<file path="config.mk">
export PLATFORM = sky130hd
export DESIGN_NAME = seg7_mux_driver
export DESIGN_NICKNAME = d
export VERILOG_FILES = /design/src/rtl/seg7_pkg.sv /design/src/rtl/seg7_hex_decode.sv /design/src/rtl/seg7_mux_driver.sv
export SDC_FILE = /design/constraint.sdc
export NUM_CORES = 1
export LEC_CHECK = 0
export ABC_AREA = 1
export BUFFER_PORTS_ARGS = -buffer_cell sky130_fd_sc_hd__buf_2
export CELL_PAD_IN_SITES_DETAIL_PLACEMENT = 1
export CELL_PAD_IN_SITES_GLOBAL_PLACEMENT = 2
export CORE_MARGIN = 4
export CORE_UTILIZATION = 36
export CTS_BUF_LIST = sky130_fd_sc_hd__clkbuf_4 sky130_fd_sc_hd__clkbuf_8
export DETAILED_ROUTE_END_ITERATION = 7
export PLACE_DENSITY_LB_ADDON = 0.12
export SYNTH_ARGS = -nofsm -noshare
export SYNTH_HDL_FRONTEND = slang
export SYNTH_SLANG_ARGS = --single-unit
</file>
<file path="constraint.sdc">
create_clock -name CLK -period 2.1 [get_ports CLK]
set_input_delay 0.42 -clock CLK [delete_from_list [all_inputs] [get_ports CLK]]
set_output_delay 0.42 -clock CLK [all_outputs]
set_load 0.1 [all_outputs]
</file>
<file path="src/rtl/seg7_pkg.sv">
// Shared constants and types for the multiplexed 7-segment display driver.
package seg7_pkg;

  localparam int unsigned SEG_W = 7;

  // Control register offsets, relative to H = NUM_DIGITS/2 (VALUE bytes occupy 0..H-1)
  localparam int unsigned OFF_DP     = 0;
  localparam int unsigned OFF_EN     = 1;
  localparam int unsigned OFF_BRIGHT = 2;

  typedef enum logic {
    ST_BLANK = 1'b0,
    ST_DRIVE = 1'b1
  } scan_state_e;

  // Active-low g..a patterns, entry 15 (F) first down to entry 0
  localparam logic [15:0][SEG_W-1:0] HEX_SEG_LUT = {
    7'h0E, 7'h06, 7'h21, 7'h46, 7'h03, 7'h08, 7'h10, 7'h00,
    7'h78, 7'h02, 7'h12, 7'h19, 7'h30, 7'h24, 7'h79, 7'h40
  };

endpackage

</file>
<file path="src/rtl/seg7_hex_decode.sv">
// Combinational nibble to active-low 7-segment pattern.
module seg7_hex_decode
  import seg7_pkg::*;
(
  input  logic [3:0]       digit_i,
  output logic [SEG_W-1:0] seg_o
);

  assign seg_o = HEX_SEG_LUT[digit_i];

endmodule

</file>
<file path="src/rtl/seg7_mux_driver.sv">
// Bus-mapped multiplexed common-anode 7-segment driver with blanking and digit mask.
// Optional PWM brightness register enabled by defining SEG7_MUX_BRIGHTNESS_EN.
module seg7_mux_driver
  import seg7_pkg::*;
#(
  parameter logic [7:0]  BASE_ADDR    = 8'hD0,
  parameter int unsigned NUM_DIGITS   = 4,
  parameter int unsigned REFRESH_DIV  = 100000,
  parameter int unsigned BLANK_CYCLES = 16
) (
  input  logic                  CLK,
  input  logic                  RESET,
  input  logic [7:0]            BUS_ADDR,
  input  logic [7:0]            BUS_DATA,
  input  logic                  BUS_WE,
  output logic [7:0]            HEX_OUT,
  output logic [NUM_DIGITS-1:0] SEG_SELECT
);

  localparam int unsigned H       = NUM_DIGITS / 2;
  localparam int unsigned VAL_W   = 4 * NUM_DIGITS;
  localparam int unsigned IDX_W   = $clog2(NUM_DIGITS);
  localparam int unsigned PRESC_W = (REFRESH_DIV > 1) ? $clog2(REFRESH_DIV) : 1;
`ifdef SEG7_MUX_BRIGHTNESS_EN
  localparam int unsigned NUM_REGS = H + 3;
`else
  localparam int unsigned NUM_REGS = H + 2;
`endif

  scan_state_e           state_q, state_d;
  logic [PRESC_W-1:0]    presc_q, presc_d;
  logic [IDX_W-1:0]      idx_q, idx_d;
  logic [VAL_W-1:0]      value_q, value_d;
  logic [NUM_DIGITS-1:0] dp_q, dp_d;
  logic [NUM_DIGITS-1:0] en_q, en_d;
  logic [7:0]            hex_q, hex_d;
  logic [NUM_DIGITS-1:0] sel_q, sel_d;

  logic [7:0]            off_c;
  logic                  wr_c;
  logic [3:0]            nibble_c;
  logic [SEG_W-1:0]      seg_c;
  logic                  lit_c;

  assign off_c = BUS_ADDR - BASE_ADDR;
  assign wr_c  = BUS_WE && (BUS_ADDR >= BASE_ADDR) && (32'(off_c) < NUM_REGS);

  // Register file write decode
  always_comb begin
    value_d = value_q;
    dp_d    = dp_q;
    en_d    = en_q;
    if (wr_c) begin
      for (int unsigned k = 0; k < H; k++) begin
        if (off_c == 8'(k)) value_d[VAL_W-1-8*k -: 8] = BUS_DATA;
      end
      if (off_c == 8'(H + OFF_DP)) dp_d = BUS_DATA[NUM_DIGITS-1:0];
      if (off_c == 8'(H + OFF_EN)) en_d = BUS_DATA[NUM_DIGITS-1:0];
    end
  end

  always_ff @(posedge CLK or posedge RESET) begin
    if (RESET) begin
      value_q <= '0;
      dp_q    <= '0;
      en_q    <= '1;
    end else begin
      value_q <= value_d;
      dp_q    <= dp_d;
      en_q    <= en_d;
    end
  end

`ifdef SEG7_MUX_BRIGHTNESS_EN
  logic [3:0] bright_q, bright_d;
  logic [3:0] pwm_q, pwm_d;

  // PWM phase restarts at every DRIVE entry so each slot sees the same pattern
  always_comb begin
    bright_d = bright_q;
    if (wr_c && off_c == 8'(H + OFF_BRIGHT)) bright_d = BUS_DATA[3:0];
    pwm_d = pwm_q;
    if (state_q == ST_BLANK && state_d == ST_DRIVE) pwm_d = '0;
    else if (state_q == ST_DRIVE)                    pwm_d = pwm_q + 4'(1);
  end

  always_ff @(posedge CLK or posedge RESET) begin
    if (RESET) begin
      bright_q <= 4'hF;
      pwm_q    <= '0;
    end else begin
      bright_q <= bright_d;
      pwm_q    <= pwm_d;
    end
  end

  assign lit_c = (pwm_q <= bright_q);
`else
  assign lit_c = 1'b1;
`endif

  assign nibble_c = value_q[4*idx_q +: 4];

  seg7_hex_decode u_dec (
    .digit_i (nibble_c),
    .seg_o   (seg_c)
  );

  always_ff @(posedge CLK or posedge RESET) begin
    if (RESET) begin
      state_q <= ST_BLANK;
      presc_q <= '0;
      idx_q   <= '0;
      hex_q   <= 8'hFF;
      sel_q   <= '1;
    end else begin
      state_q <= state_d;
      presc_q <= presc_d;
      idx_q   <= idx_d;
      hex_q   <= hex_d;
      sel_q   <= sel_d;
    end
  end

  // Scan sequencing and next output image
  always_comb begin
    state_d = state_q;
    presc_d = presc_q + PRESC_W'(1);
    idx_d   = idx_q;
    hex_d   = 8'hFF;
    sel_d   = '1;
    if (presc_q == PRESC_W'(REFRESH_DIV - 1)) begin
      presc_d = '0;
      state_d = ST_BLANK;
      idx_d   = (idx_q == IDX_W'(NUM_DIGITS - 1)) ? '0 : idx_q + IDX_W'(1);
    end else if (state_q == ST_BLANK && (32'(presc_q) + 1 >= BLANK_CYCLES)) begin
      state_d = ST_DRIVE;
    end
    if (state_q == ST_DRIVE && lit_c) begin
      hex_d        = {~dp_q[idx_q], seg_c};
      sel_d[idx_q] = ~en_q[idx_q];
    end
  end

  assign HEX_OUT    = hex_q;
  assign SEG_SELECT = sel_q;

endmodule

</file>
==> qor.yml <==
run_status:
  status: "completed"
grt:
  grt-ovfl-total: 0
  grt_antenna_before_repair: 0
  use_met3_pct: 1.96
  grt_pass1_vias: 2579
  grtUsageMet1_pct: 23.3
  grt_usage_pct: 15.9
  grt_first_pass_wirelength_mm: 12.7
  grt_max_degree: 26
  use_met2_pct: 25.3
  grt-busiest-layer: "met2"
layout:
  final_nets: 444
  final_common_cell: "nand2_1"
  final_cells: 518
  layout_common_cells: "nand2_1 (106), inv_1 (45), nor2_1 (43), o21ai_0 (40), dfrtp_1 (40)"
  fin_util_pct: 41.2
  syn2layout_area_growth_pct: 11.8
  drive_gt1_share_pct: 18.9
  n_antenna_cell: 0
  stdcell_area_sq_um: 3370
  fill_cells: 1040
power_and_ir_drop:
  p_switching_mw: 0.550
  p_leak_nw: 1.63
  clkPwrFrac_pct: 29.8
  irDropWorstVdd_mv: 0.320
  power.density_nw_per_um2: 581
  total_power_mw: 1.96
  pwr-share-seq_pct: 58.3
  p_int_mw: 1.41
  power_switching_share_pct: 28.1
  pwr-share-comb_pct: 11.9
routing:
  drt-wirelength-per-cell_um: 14.1
  antenna_left: 0
  drtPass1Iterations: 4
  drt_wl_total_mm: 7.33
  vias: 2497
  via_per_inst: 4.82
  first_iter_violations: 107
  remaining_drc_errors: 0
critical_path:
  r2r_cells: 7
  arrival_ps: 2070
  worstPathCellList: "inv_2 > nand2_1 > a32oi_2 > inv_1 > ha_1 > nand2_1 > o211ai_1"
  reg2reg_slack_ps: 260
  reg2reg_from: "idx_q[0]$_DFFE_PP0N_"
  critical_path.endpoint_type: "flop"
  path_class: "reg2reg"
  timing.rr.end: "HEX_OUT[1]$_DFF_PP1_"
  max_stage_delay_ps: 520
  crit_top_cell: "nand2_1"
  crit_fanout: 11
  cp-start-kind: "flop"
  required_ps: 2330
  cp_slowest_cell: "dfrtp_1"
timing:
  setup_slack_ps: 259
  tightest_slew_ps: 586
  slew_headroom_pct: 60.9
  min_period_ps: 1840
  finalMaxSlewViolations: 0
  tns_ps: 0
  rsz0062_at_grt: "no"
  timing.hold.ws_ps: 164
  fin_crit_sh_pct: 87.6
  skew_ps: 9.76
  max_freq_mhz: 543
  setup_viol: 0
  hold_violations: 0
floorplanning:
  row_count: 33
  dieArea_sq_um: 9890
  io_pins: 31
  floorplan.initialDensity_pct: 36.8
  coreArea_sq_um: 8180
  die_h_um: 99.5
  die_x_um: 99.5
yosys:
  syn_avg_cell_area_sq_um: 7.97
  ys_types: 29
  synth_largest_area_cell: "dfrtp_1"
  netlist_area_sq_um: 3010
  postSynthCellCount: 378
  yosys.area.top_type_share_pct: 33.2
  ys_ff_latch: 56
  synth_nets: 409
  ys_warn_count: 0
  ys_seq_area_share_pct: 47.2
  synthTopCellsByArea: "dfrtp_1 (33%), dfstp_2 (14%), nand2_1 (13%), o21ai_0 (6.6%), inv_1 (5.7%)"
cts:
  post_cts_resized: 0
  cts_tree: "done"
  root_buffer: "clkbuf_8"
  postCtsSetupBuffers: 0
  ctsLongestPathBuffers: 2
  numCtsBuffers: 5
  clk-insertion-delay-late_ps: 300
  hold_buffers: 0
  cts.sinks: 56
  htree_levels: 2
  clk_pin_slew_ps: 100
placed_design:
  place_area_sq_um: 3280
  dp_slack_ps: 260
  port_buffers: 30
  hpwlAfterDp_mm: 5.77
  dpl.cell_count: 511
  place_congestion: 0.824
worst_hold_path:
  hold_class: "in2async"
job:
  cap_viol_max_count: 0
## sequential cells by signal (all words and copies together) (netlist names)
signal and count:
HEX_OUT 8, en_q 4, idx_q 2, dp_q 4
SEG_SELECT 4, state_q 1, presc_q 17, value_q 16
## cell families (layout without fill, tap and decap cells)
logic type,after synthesis,after routing,synth area share [%]
xor+xnor,1,1,0.291
buf+inv,57,92,8.18
fa+ha+maj,12,12,4.99
compound gates,50,50,9.10
simple gates,202,202,30.2
flops,56,56,47.2
## Yosys cell counts
cell / n
dfstp_2: 16
a32oi_2: 1
nand2_1: 106
buf_2: 2
clkbuf_1: 1
o21ai_1: 1
o21ai_2: 1
nand3b_4: 1
nand3_2: 2
buf_6: 4
inv_1: 46
nor2_4: 4
o22ai_1: 2
o21ai_0: 40
xor2_1: 1
and2_1: 1
dfrtp_1: 40
nor4_4: 1
o311ai_1: 1
nor3_1: 1
inv_2: 4
nor2_1: 43
nand2_2: 5
nand2b_1: 1
o211ai_1: 1
a21oi_1: 3
nand4_1: 9
ha_1: 12
nand3_1: 28
## per-layer routing
layer  share of wire [%]  vias up
li1                    -     1266
met1                  51     1193
met2                  45       33
met3                 2.7        5
met4                0.79        0
met5                   0        -
## critical path: cells and delay by family, from the launching register on
kind	cells	cell delay, ps
simple gates	2	160
fa+ha+maj	1	300
buf+inv	2	370
flops	1	520
compound gates	2	420
## final cells by class
class / count / area [sq um] / area share (%)
Clock inverter: 2 / 12.5 / 0.372
Multi-Input combinational cell: 265 / 1340 / 39.9
Timing Repair Buffer: 35 / 200 / 5.95
Tap cell: 105 / 131 / 3.90
Inverter: 50 / 188 / 5.58
Sequential cell: 56 / 1420 / 42.2
Clock buffer: 5 / 68.8 / 2.04
## power by group through the flow
stage	clock, mW	combinational, mW	sequential, mW
finish	0.583	0.233	1.14
global placement	0	0.236	1.16
global route	0.654	0.260	1.15
CTS	0.612	0.239	1.14
detailed placement	0	0.239	1.16
floorplan	0	0.0797	1.25
## worst max-delay path by stage
| stage | slack, ps | depth (start not counted) | from | to |
|---|---|---|---|---|
| global route | 60 | 7 | idx_q[0]$_DFFE_PP0N_ | HEX_OUT[1]$_DFF_PP1_ |
| detailed placement | 260 | 10 | idx_q[0]$_DFFE_PP0N_ | HEX_OUT[3]$_DFF_PP1_ |
| CTS | 220 | 10 | idx_q[0]$_DFFE_PP0N_ | HEX_OUT[3]$_DFF_PP1_ |
| floorplan | 340 | 1 | RESET | dp_q[0]$_DFFE_PP0P_ |
| finish | 260 | 7 | idx_q[0]$_DFFE_PP0N_ | HEX_OUT[1]$_DFF_PP1_ |
| global placement | 300 | 10 | idx_q[0]$_DFFE_PP0N_ | HEX_OUT[3]$_DFF_PP1_ |
Note: power is estimated with default switching activity, not from simulation.
